File: config.mk
export PLATFORM = sky130hd
export DESIGN_NAME = ctrl_pipe
export DESIGN_NICKNAME = d
export VERILOG_FILES = /design/src/rtl/ctrl_pipe.sv
export SDC_FILE = /design/constraint.sdc
export NUM_CORES = 1
export LEC_CHECK = 0
export BUFFER_PORTS_ARGS = -buffer_cell sky130_fd_sc_hd__buf_2
export CAP_MARGIN = 20
export CORE_MARGIN = 1
export CORE_UTILIZATION = 45
export DETAILED_ROUTE_END_ITERATION = 6
export PLACE_DENSITY_LB_ADDON = 0.15
export SLEW_MARGIN = 5
export SYNTH_ARGS = -nofsm -noshare
export SYNTH_HDL_FRONTEND = slang
export SYNTH_SLANG_ARGS = --single-unit
File: constraint.sdc
create_clock -name clk -period 1.7 [get_ports clk]
set_input_delay 0.34 -clock clk [delete_from_list [all_inputs] [get_ports clk]]
set_output_delay 0.34 -clock clk [all_outputs]
set_load 0.01 [all_outputs]
File: src/rtl/ctrl_pipe.sv
// Pipeline control: decodes the ID instruction into EX/MEM/WB control fields and
// sequences load-use stalls and taken-branch flushes with a RUN/STALL/FLUSH FSM.
module ctrl_pipe #(
    parameter int unsigned LU_STALL       = 1,
    parameter int unsigned FLUSH_CYCLES   = 2,
    parameter int unsigned EN_UNSIGNED_BR = 0
) (
    input  logic        clk,
    input  logic        rst,
    input  logic        id_valid,
    input  logic [31:0] id_inst,
    input  logic        ex_taken,
    output logic        stall_o,
    output logic        flush_o,
    output logic        illegal_o,
    output logic        ex_valid,
    output logic [1:0]  ex_npc_op,
    output logic        ex_npco_sel,
    output logic [2:0]  ex_sext_op,
    output logic [3:0]  ex_alu_op,
    output logic        ex_alub_sel,
    output logic        mem_valid,
    output logic        mem_dram_we,
    output logic        wb_valid,
    output logic        wb_rf_we,
    output logic [1:0]  wb_rf_wesl,
    output logic [4:0]  wb_rd
);

    localparam int unsigned CNT_W = 2;

    localparam logic [6:0] OP_R    = 7'b0110011;
    localparam logic [6:0] OP_I    = 7'b0010011;
    localparam logic [6:0] OP_LOAD = 7'b0000011;
    localparam logic [6:0] OP_JALR = 7'b1100111;
    localparam logic [6:0] OP_S    = 7'b0100011;
    localparam logic [6:0] OP_B    = 7'b1100011;
    localparam logic [6:0] OP_LUI  = 7'b0110111;
    localparam logic [6:0] OP_JAL  = 7'b1101111;
    localparam logic [6:0] F7_ALT  = 7'b0100000;

    localparam logic [1:0] NPC_PC4  = 2'b00;
    localparam logic [1:0] NPC_BR   = 2'b01;
    localparam logic [1:0] NPC_JMP  = 2'b10;
    localparam logic [1:0] NPC_JMPR = 2'b11;

    localparam logic [1:0] WESL_ALU  = 2'b00;
    localparam logic [1:0] WESL_DRAM = 2'b01;
    localparam logic [1:0] WESL_PC4  = 2'b10;
    localparam logic [1:0] WESL_EXT  = 2'b11;

    localparam logic [2:0] SEXT_I = 3'b000;
    localparam logic [2:0] SEXT_S = 3'b001;
    localparam logic [2:0] SEXT_B = 3'b010;
    localparam logic [2:0] SEXT_U = 3'b011;
    localparam logic [2:0] SEXT_J = 3'b100;

    localparam logic [3:0] ALU_ADD  = 4'h0;
    localparam logic [3:0] ALU_SUB  = 4'h1;
    localparam logic [3:0] ALU_AND  = 4'h2;
    localparam logic [3:0] ALU_OR   = 4'h3;
    localparam logic [3:0] ALU_XOR  = 4'h4;
    localparam logic [3:0] ALU_SLL  = 4'h5;
    localparam logic [3:0] ALU_SRL  = 4'h6;
    localparam logic [3:0] ALU_SRA  = 4'h7;
    localparam logic [3:0] ALU_BEQ  = 4'h8;
    localparam logic [3:0] ALU_BNE  = 4'h9;
    localparam logic [3:0] ALU_BLT  = 4'hA;
    localparam logic [3:0] ALU_BGE  = 4'hB;
    localparam logic [3:0] ALU_BLTU = 4'hC;
    localparam logic [3:0] ALU_BGEU = 4'hD;

    localparam logic [1:0] S_RUN   = 2'd0;
    localparam logic [1:0] S_STALL = 2'd1;
    localparam logic [1:0] S_FLUSH = 2'd2;

    typedef struct packed {
        logic       valid;
        logic [1:0] npc_op;
        logic       npco_sel;
        logic [2:0] sext_op;
        logic [3:0] alu_op;
        logic       alub_sel;
        logic       rf_we;
        logic [1:0] rf_wesl;
        logic       dram_we;
        logic [4:0] rd;
        logic       is_load;
    } ex_t;

    typedef struct packed {
        logic       valid;
        logic       rf_we;
        logic [1:0] rf_wesl;
        logic       dram_we;
        logic [4:0] rd;
    } mem_t;

    typedef struct packed {
        logic       valid;
        logic       rf_we;
        logic [1:0] rf_wesl;
        logic [4:0] rd;
    } wb_t;

    logic [6:0] opcode;
    logic [2:0] funct3;
    logic [4:0] rd, rs1, rs2;
    logic       alt;

    assign opcode = id_inst[6:0];
    assign rd     = id_inst[11:7];
    assign funct3 = id_inst[14:12];
    assign rs1    = id_inst[19:15];
    assign rs2    = id_inst[24:20];
    assign alt    = (id_inst[31:25] == F7_ALT);

    ex_t        ex_q, ex_d, dec;
    mem_t       mem_q;
    wb_t        wb_q;
    logic       dec_ok, arith_ok, br_ok, illegal_q;
    logic [3:0] arith_op, br_op;

    logic [1:0]       state, state_nxt;
    logic [CNT_W-1:0] cnt, cnt_nxt;
    logic             issue, hazard, uses_rs2;

    // Instruction decode into the EX payload
    always_comb begin
        dec      = '0;
        dec_ok   = 1'b0;
        arith_op = ALU_ADD;
        arith_ok = 1'b1;
        br_op    = ALU_BEQ;
        br_ok    = 1'b1;
        case (funct3)
            3'b000:  arith_op = (opcode == OP_R && alt) ? ALU_SUB : ALU_ADD;
            3'b001:  arith_op = ALU_SLL;
            3'b100:  arith_op = ALU_XOR;
            3'b101:  arith_op = alt ? ALU_SRA : ALU_SRL;
            3'b110:  arith_op = ALU_OR;
            3'b111:  arith_op = ALU_AND;
            default: arith_ok = 1'b0;
        endcase
        case (funct3)
            3'b000:  br_op = ALU_BEQ;
            3'b001:  br_op = ALU_BNE;
            3'b100:  br_op = ALU_BLT;
            3'b101:  br_op = ALU_BGE;
            3'b110:  begin br_op = ALU_BLTU; br_ok = (EN_UNSIGNED_BR != 0); end
            3'b111:  begin br_op = ALU_BGEU; br_ok = (EN_UNSIGNED_BR != 0); end
            default: br_ok = 1'b0;
        endcase
        dec.rd = rd;
        case (opcode)
            OP_R, OP_I: begin
                dec_ok       = arith_ok;
                dec.npc_op   = NPC_PC4;
                dec.sext_op  = SEXT_I;
                dec.alu_op   = arith_op;
                dec.alub_sel = (opcode == OP_I);
                dec.rf_we    = 1'b1;
                dec.rf_wesl  = WESL_ALU;
            end
            OP_LOAD: begin
                dec_ok       = 1'b1;
                dec.sext_op  = SEXT_I;
                dec.alub_sel = 1'b1;
                dec.rf_we    = 1'b1;
                dec.rf_wesl  = WESL_DRAM;
                dec.is_load  = 1'b1;
            end
            OP_JALR: begin
                dec_ok       = 1'b1;
                dec.npc_op   = NPC_JMPR;
                dec.npco_sel = 1'b1;
                dec.sext_op  = SEXT_I;
                dec.alub_sel = 1'b1;
                dec.rf_we    = 1'b1;
                dec.rf_wesl  = WESL_PC4;
            end
            OP_S: begin
                dec_ok       = 1'b1;
                dec.sext_op  = SEXT_S;
                dec.alub_sel = 1'b1;
                dec.dram_we  = 1'b1;
            end
            OP_B: begin
                dec_ok      = br_ok;
                dec.npc_op  = NPC_BR;
                dec.sext_op = SEXT_B;
                dec.alu_op  = br_op;
            end
            OP_LUI: begin
                dec_ok      = 1'b1;
                dec.sext_op = SEXT_U;
                dec.rf_we   = 1'b1;
                dec.rf_wesl = WESL_EXT;
            end
            OP_JAL: begin
                dec_ok      = 1'b1;
                dec.npc_op  = NPC_JMP;
                dec.sext_op = SEXT_J;
                dec.rf_we   = 1'b1;
                dec.rf_wesl = WESL_PC4;
            end
            default: dec_ok = 1'b0;
        endcase
        dec.valid = dec_ok;
    end

    // Load-use: the load in EX writes a register the ID instruction reads
    assign uses_rs2 = (opcode == OP_R) || (opcode == OP_S) || (opcode == OP_B);
    assign hazard   = ex_q.valid && ex_q.is_load && (ex_q.rd != 5'd0) &&
                      ((ex_q.rd == rs1) || (uses_rs2 && (ex_q.rd == rs2)));

    // Next-state, stall/flush and issue decision
    always_comb begin
        state_nxt = state;
        cnt_nxt   = cnt;
        stall_o   = 1'b0;
        flush_o   = 1'b0;
        issue     = 1'b0;
        if (rst) begin
            state_nxt = S_RUN;
            cnt_nxt   = '0;
        end else if (ex_taken) begin
            state_nxt = S_FLUSH;
            cnt_nxt   = CNT_W'(FLUSH_CYCLES - 1);
            flush_o   = 1'b1;
        end else if (state != S_RUN && cnt != '0) begin
            cnt_nxt = cnt - CNT_W'(1);
            stall_o = (state == S_STALL);
            flush_o = (state == S_FLUSH);
        end else if (hazard) begin
            state_nxt = S_STALL;
            cnt_nxt   = CNT_W'(LU_STALL - 1);
            stall_o   = 1'b1;
        end else begin
            state_nxt = S_RUN;
            cnt_nxt   = '0;
            issue     = 1'b1;
        end
    end

    always_ff @(posedge clk) begin
        if (rst) begin
            state <= S_RUN;
            cnt   <= '0;
        end else begin
            state <= state_nxt;
            cnt   <= cnt_nxt;
        end
    end

    assign ex_d = (issue && id_valid && dec_ok) ? dec : '0;

    // Stage registers advance unconditionally; stalls and flushes only inject bubbles
    always_ff @(posedge clk) begin
        if (rst) begin
            ex_q      <= '0;
            mem_q     <= '0;
            wb_q      <= '0;
            illegal_q <= 1'b0;
        end else begin
            ex_q      <= ex_d;
            mem_q     <= '{valid: ex_q.valid, rf_we: ex_q.rf_we, rf_wesl: ex_q.rf_wesl,
                           dram_we: ex_q.dram_we, rd: ex_q.rd};
            wb_q      <= '{valid: mem_q.valid, rf_we: mem_q.rf_we, rf_wesl: mem_q.rf_wesl,
                           rd: mem_q.rd};
            illegal_q <= issue && id_valid && !dec_ok;
        end
    end

    assign illegal_o   = illegal_q;
    assign ex_valid    = ex_q.valid;
    assign ex_npc_op   = ex_q.npc_op;
    assign ex_npco_sel = ex_q.npco_sel;
    assign ex_sext_op  = ex_q.sext_op;
    assign ex_alu_op   = ex_q.alu_op;
    assign ex_alub_sel = ex_q.alub_sel;
    assign mem_valid   = mem_q.valid;
    assign mem_dram_we = mem_q.dram_we;
    assign wb_valid    = wb_q.valid;
    assign wb_rf_we    = wb_q.rf_we;
    assign wb_rf_wesl  = wb_q.rf_wesl;
    assign wb_rd       = wb_q.rd;

endmodule

Yosys cells after proc, flatten, opt, wreduce, memory -nomap -nowiden
Index checks and enable logic that the tools add are counted.

Output and inout port bits: 26. Bits in registers: 46. Word-level logic and storage cells: 104.

$add $sub $neg: 1. Bitwise logic cells: 2. Multiplexer cells: 31. Equal/unequal tests: 19. Reduce and logical (&&, ||, !) cells: 26.

Operators by type and width (number): equality test 7 x 6 -> 1 bit, second input constant (4); one-hot mux 3 bit (4 select lines) (2); equality test 7 bit, second input constant (3); 2-to-1 mux 1 bit (21); one-hot mux 3 bit (6 select lines) (1); one-hot mux 3 bit (5 select lines) (1); equality test 3 bit, second input constant (4); equality test 5 bit (2); logical AND 1 bit (9); one-hot mux 4 bit (2 select lines) (1); OR reduction 2 bit (4); equality test 7 x 2 -> 1 bit, second input constant (1); equality test 7 x 5 -> 1 bit, second input constant (1); one-hot mux 2 bit (3 select lines) (1); OR reduction 3 bit (2); OR reduction 6 bit (1); nonzero test 5 bit (1); OR reduction 5 bit (1); 2-to-1 mux 2 bit (2); nonzero test 2 bit (2); OR reduction 4 bit (1); equality test 3 x 1 -> 1 bit, second input constant (1); zero test 3 bit (1); logical OR 1 bit (3); 8 further kinds (9).

Logic depth before layout (Yosys ltp)
Depth in word-level cells: 14. Mapped depth: 7. Mapped depth without buffers: 6.

Worst setup path after synthesis
Ideal clock, no wire load.

Kind: reg2out. From: register ex_q[1] (netlist name). To: output port stall_o. Required time: 1.360 ns. Arrival: 1.363 ns. Path buffers: 0. Slack: -0.003 ns. Cell stages (with the launch flop): 6. Cells stage by stage: dfxtp_1 -> xor2_1 -> nor4_1 -> nand4_1 -> a21oi_4 -> o21a_1.

Word-level cells in the longest chain between the ends: 8. Elaborated cells between the ends (all ways): 11. Classes of those cells: eq/ne (2); mux (4); reduce/logical (5).

RTL lines: from (decl) (line 118) `ex_t ex_q, ex_d, dec;`; from (signal assigned) (line 261) `ex_q <= '0;`; from (signal assigned) (line 266) `ex_q <= ex_d;`; equality test 5 bit (line 215) `((ex_q.rd == rs1) || (uses_rs2 && (ex_q.rd == rs2)));`; logical AND 1 bit (line 215); logical OR 1 bit (line 215); logical AND 1 bit * (line 214) `assign hazard = ex_q.valid && ex_q.is_load && (ex_q.rd != 5'd0) &&`; 2-to-1 mux 1 bit * (line 235) `end else if (hazard) begin`; 2-to-1 mux 1 bit * (line 231) `end else if (state != S_RUN && cnt != '0) begin`; 2-to-1 mux 1 bit * (line 227) `end else if (ex_taken) begin`; 2-to-1 mux 1 bit * (line 224) `if (rst) begin`; to (decl) (line 13) `output logic stall_o,`.

Mark *: on every way between the ends. The rest lies on a longest branch, timed or not.

Worst setup path after layout
From: register ex_q[5] (netlist name). To: output port stall_o.

The elaborated chain is that of the path after synthesis.

==> run summary <==
root buf cell: clkbuf_8
Final Util: 0.671
compound-gate portion of the synthesized area: 0.0747
Worst setup SP type: flop
Placeable Area: 0.00409 mm^2
min cycle time layout: 2110 ps
power density over cell area: 698 mW/mm^2
Tcrit/Tclk final: 1.24
Synth cell types: 44
final-layout fill cell count: 332
Total GRT Usage: 0.172
row count: 23
antenna violations before repair: 0
Die W: 68.0 um
CTS hold repair buffers: 0
1st-iter DRT viols: 63
port bufs: 61
fmax: 474 MHz
Synth area leaders: dfxtp_1 47%, nor2b_1 7.7%, nor3_2 7.7%
routed vias: 1593
WHS Path Cells: 2
total clock sinks: 46
CP top delay family: simple AND/OR/NAND/NOR gates
Leakage: 1.18 nW
RSZ-0062 raised after global routing: yes
CP peak stage delay: 560 ps
Synth Instances: 196
sequential cell area fraction in the yosys report: 0.470
clock tree buffer depth: 2
Slowest-stage cell, CP: or4_4
setup violators final: 25
gr ovfl total: 0
pin count of the biggest net entering global routing: 24
Placer Congestion: 0.802
Die Y: 68.0 um
Yosys reg bits: 46
layout cells sized above 1: 0.509
Max Cap Viol: 0
Synth area leader: dfxtp_1
Post-DP HPWL: 2660 um
Yosys warnings: 0
Final Hold Viols: 0
die area: 0.00462 mm^2
fraction of registers with async set/reset: 0
routed vias/inst: 4.90
syn nets: 233
CTS buffer count: 5
hold slack: 292 ps
Req. time, crit path: 1360 ps
Worst Hold Class: input pin to flop
WP buf/inv: 1
n_diodes: 0
Post-synth top flop: dfxtp_1
R2R depth: 8
Reg clk slew, reported paths: 80 ps
vias in the first global route: 1343
final WL: 3970 um
first-pass GRT wire length: 5870 um
setup tns final: -5070 ps
later-pin clock latency in the skew report: 290 ps
Synth Area per Inst: 10.0 um^2
WS Path Type: flop to output pin
# nets final: 311
Post-Syn Area: 0.00196 mm^2
DR DRC count: 0
CP max FO: 4
most frequent cell after synthesis: dfxtp_1
adder-cell share of the synthesized area: 0.00638
largest family of logic cells by synthesized area: simple AND/OR/NAND/NOR gates
crit-path cells: or4_4, o211ai_4, a21oi_4, o21a_1, buf_2
post-route ant nets: 0
Pwr Total: 1.91 mW
post-DR wirelength/cell: 12.2 um
Worst slew margin: 0.725
Tightest Pin Transition: 407 ps
Synth top area share: 0.470
Final Worst Setup Slack: -409 ps
kind of end point of the critical path: output pin
Clock Skew: 7.70 ps
drt pass-1 iters: 4
CTS tree: built
XOR/XNOR share of the synthesized area: 0.0447
Worst EP arrival: 1770 ps
Initial Util: 0.480
Post-synth EDFFs: 0
mux contribution to synthesized area: 0
run status: finished with violations
Synth Area in Simple Gates: 0.325
top cells by count, synth: 46 x dfxtp_1, 24 x nor2b_1, 16 x nor2_1
final instance area: 0.00274 mm^2
Max Slew Vio Count: 0
Placed Area: 0.00237 mm^2
Crit path depth: 5
Area Growth Syn to Fin: 39.8%
I/O Pins: 62
CTS H-tree depth: 2
Worst VDD drop: 320 uV
failing checks: negative setup slack
## cell families (layout without fill, tap and decap cells)
kind of cell    after synthesis  after routing
simple gates                 96             96
flops                        46             46
buf+inv                      24            103
compound gates               19             19
xor+xnor                     10             10
fa+ha+maj                     1              1
## final timing paths
check	startpoint	to	slack [ps]
hold reg to reg	mem_q[3]	wb_rd[3]	440
hold / removal	id_inst[8]	ex_q[2]	290
setup / recovery	ex_q[5]	stall_o	-410
setup reg to reg	ex_q[5]	state[0]	-310
## registers in the layout, indices dropped and copies added (netlist names)
register and flops:
ex_q 10, mem_q 8, wb_rd 5, ex_alu_op 4, ex_sext_op 3, cnt 2, ex_npc_op 2, state 2
wb_rf_wesl 2, ex_alub_sel 1, ex_npco_sel 1, ex_valid 1, illegal_o 1, mem_dram_we 1, mem_valid 1, wb_rf_we 1
wb_valid 1
## worst reg2reg max path, stage by stage (launching register included)
cell	delay, ps
dfxtp_2	350
or4_4	560
o211ai_4	210
a21oi_4	50
buf_4	140
buf_6	110
buf_8	130
buf_12	140
a22o_1	220
## metal layers
metal	GRT usage	wire length, um
met3	0.0317	150
met5	0	0
met4	0.0703	82
met2	0.294	1980
met1	0.210	1750
## timing repair
action,4_1_cts,5_1_grt
gates cloned,2,0
setup endpoints to repair,26,26
pin swaps,7,30
buffers inserted,3,5
gates resized for setup,18,25
## per-stage QoR
step	instances	setup WS, ps
2_1_floorplan	196	25.5
3_3_place_gp	310	-207
3_5_place_dp	310	-311
4_1_cts	323	-444
5_1_grt	325	-454
6_report	325	-409
## where the power goes
part | internal [mW] | total [mW] | switching [mW]
Combinational | 0.0837 | 0.169 | 0.0849
Clock | 0.328 | 0.662 | 0.334
Sequential | 1.08 | 1.08 | 0.00266
## placed cells by master (no fill, tap or decap), types with 6 or more instances in the layout
master and count:
buf_2 61, buf_4 21, clkbuf_8 6, dfxtp_1 40, dfxtp_2 6, nand2_1 7
nor2_1 15, nor2b_1 23, nor3_2 9, nor3_4 8, xor2_1 7
## layout make-up
class / count / area [um^2] / area share
multi-input cells: 126 / 1020 / 0.373
well taps: 50 / 62.6 / 0.0228
inverters: 5 / 18.8 / 0.00685
clock inverters: 1 / 5.00 / 0.00183
repair buffers: 90 / 617 / 0.225
clock buffers: 7 / 86.3 / 0.0315
flip-flops and latches: 46 / 928 / 0.339
(Power assumes the default switching activity.)
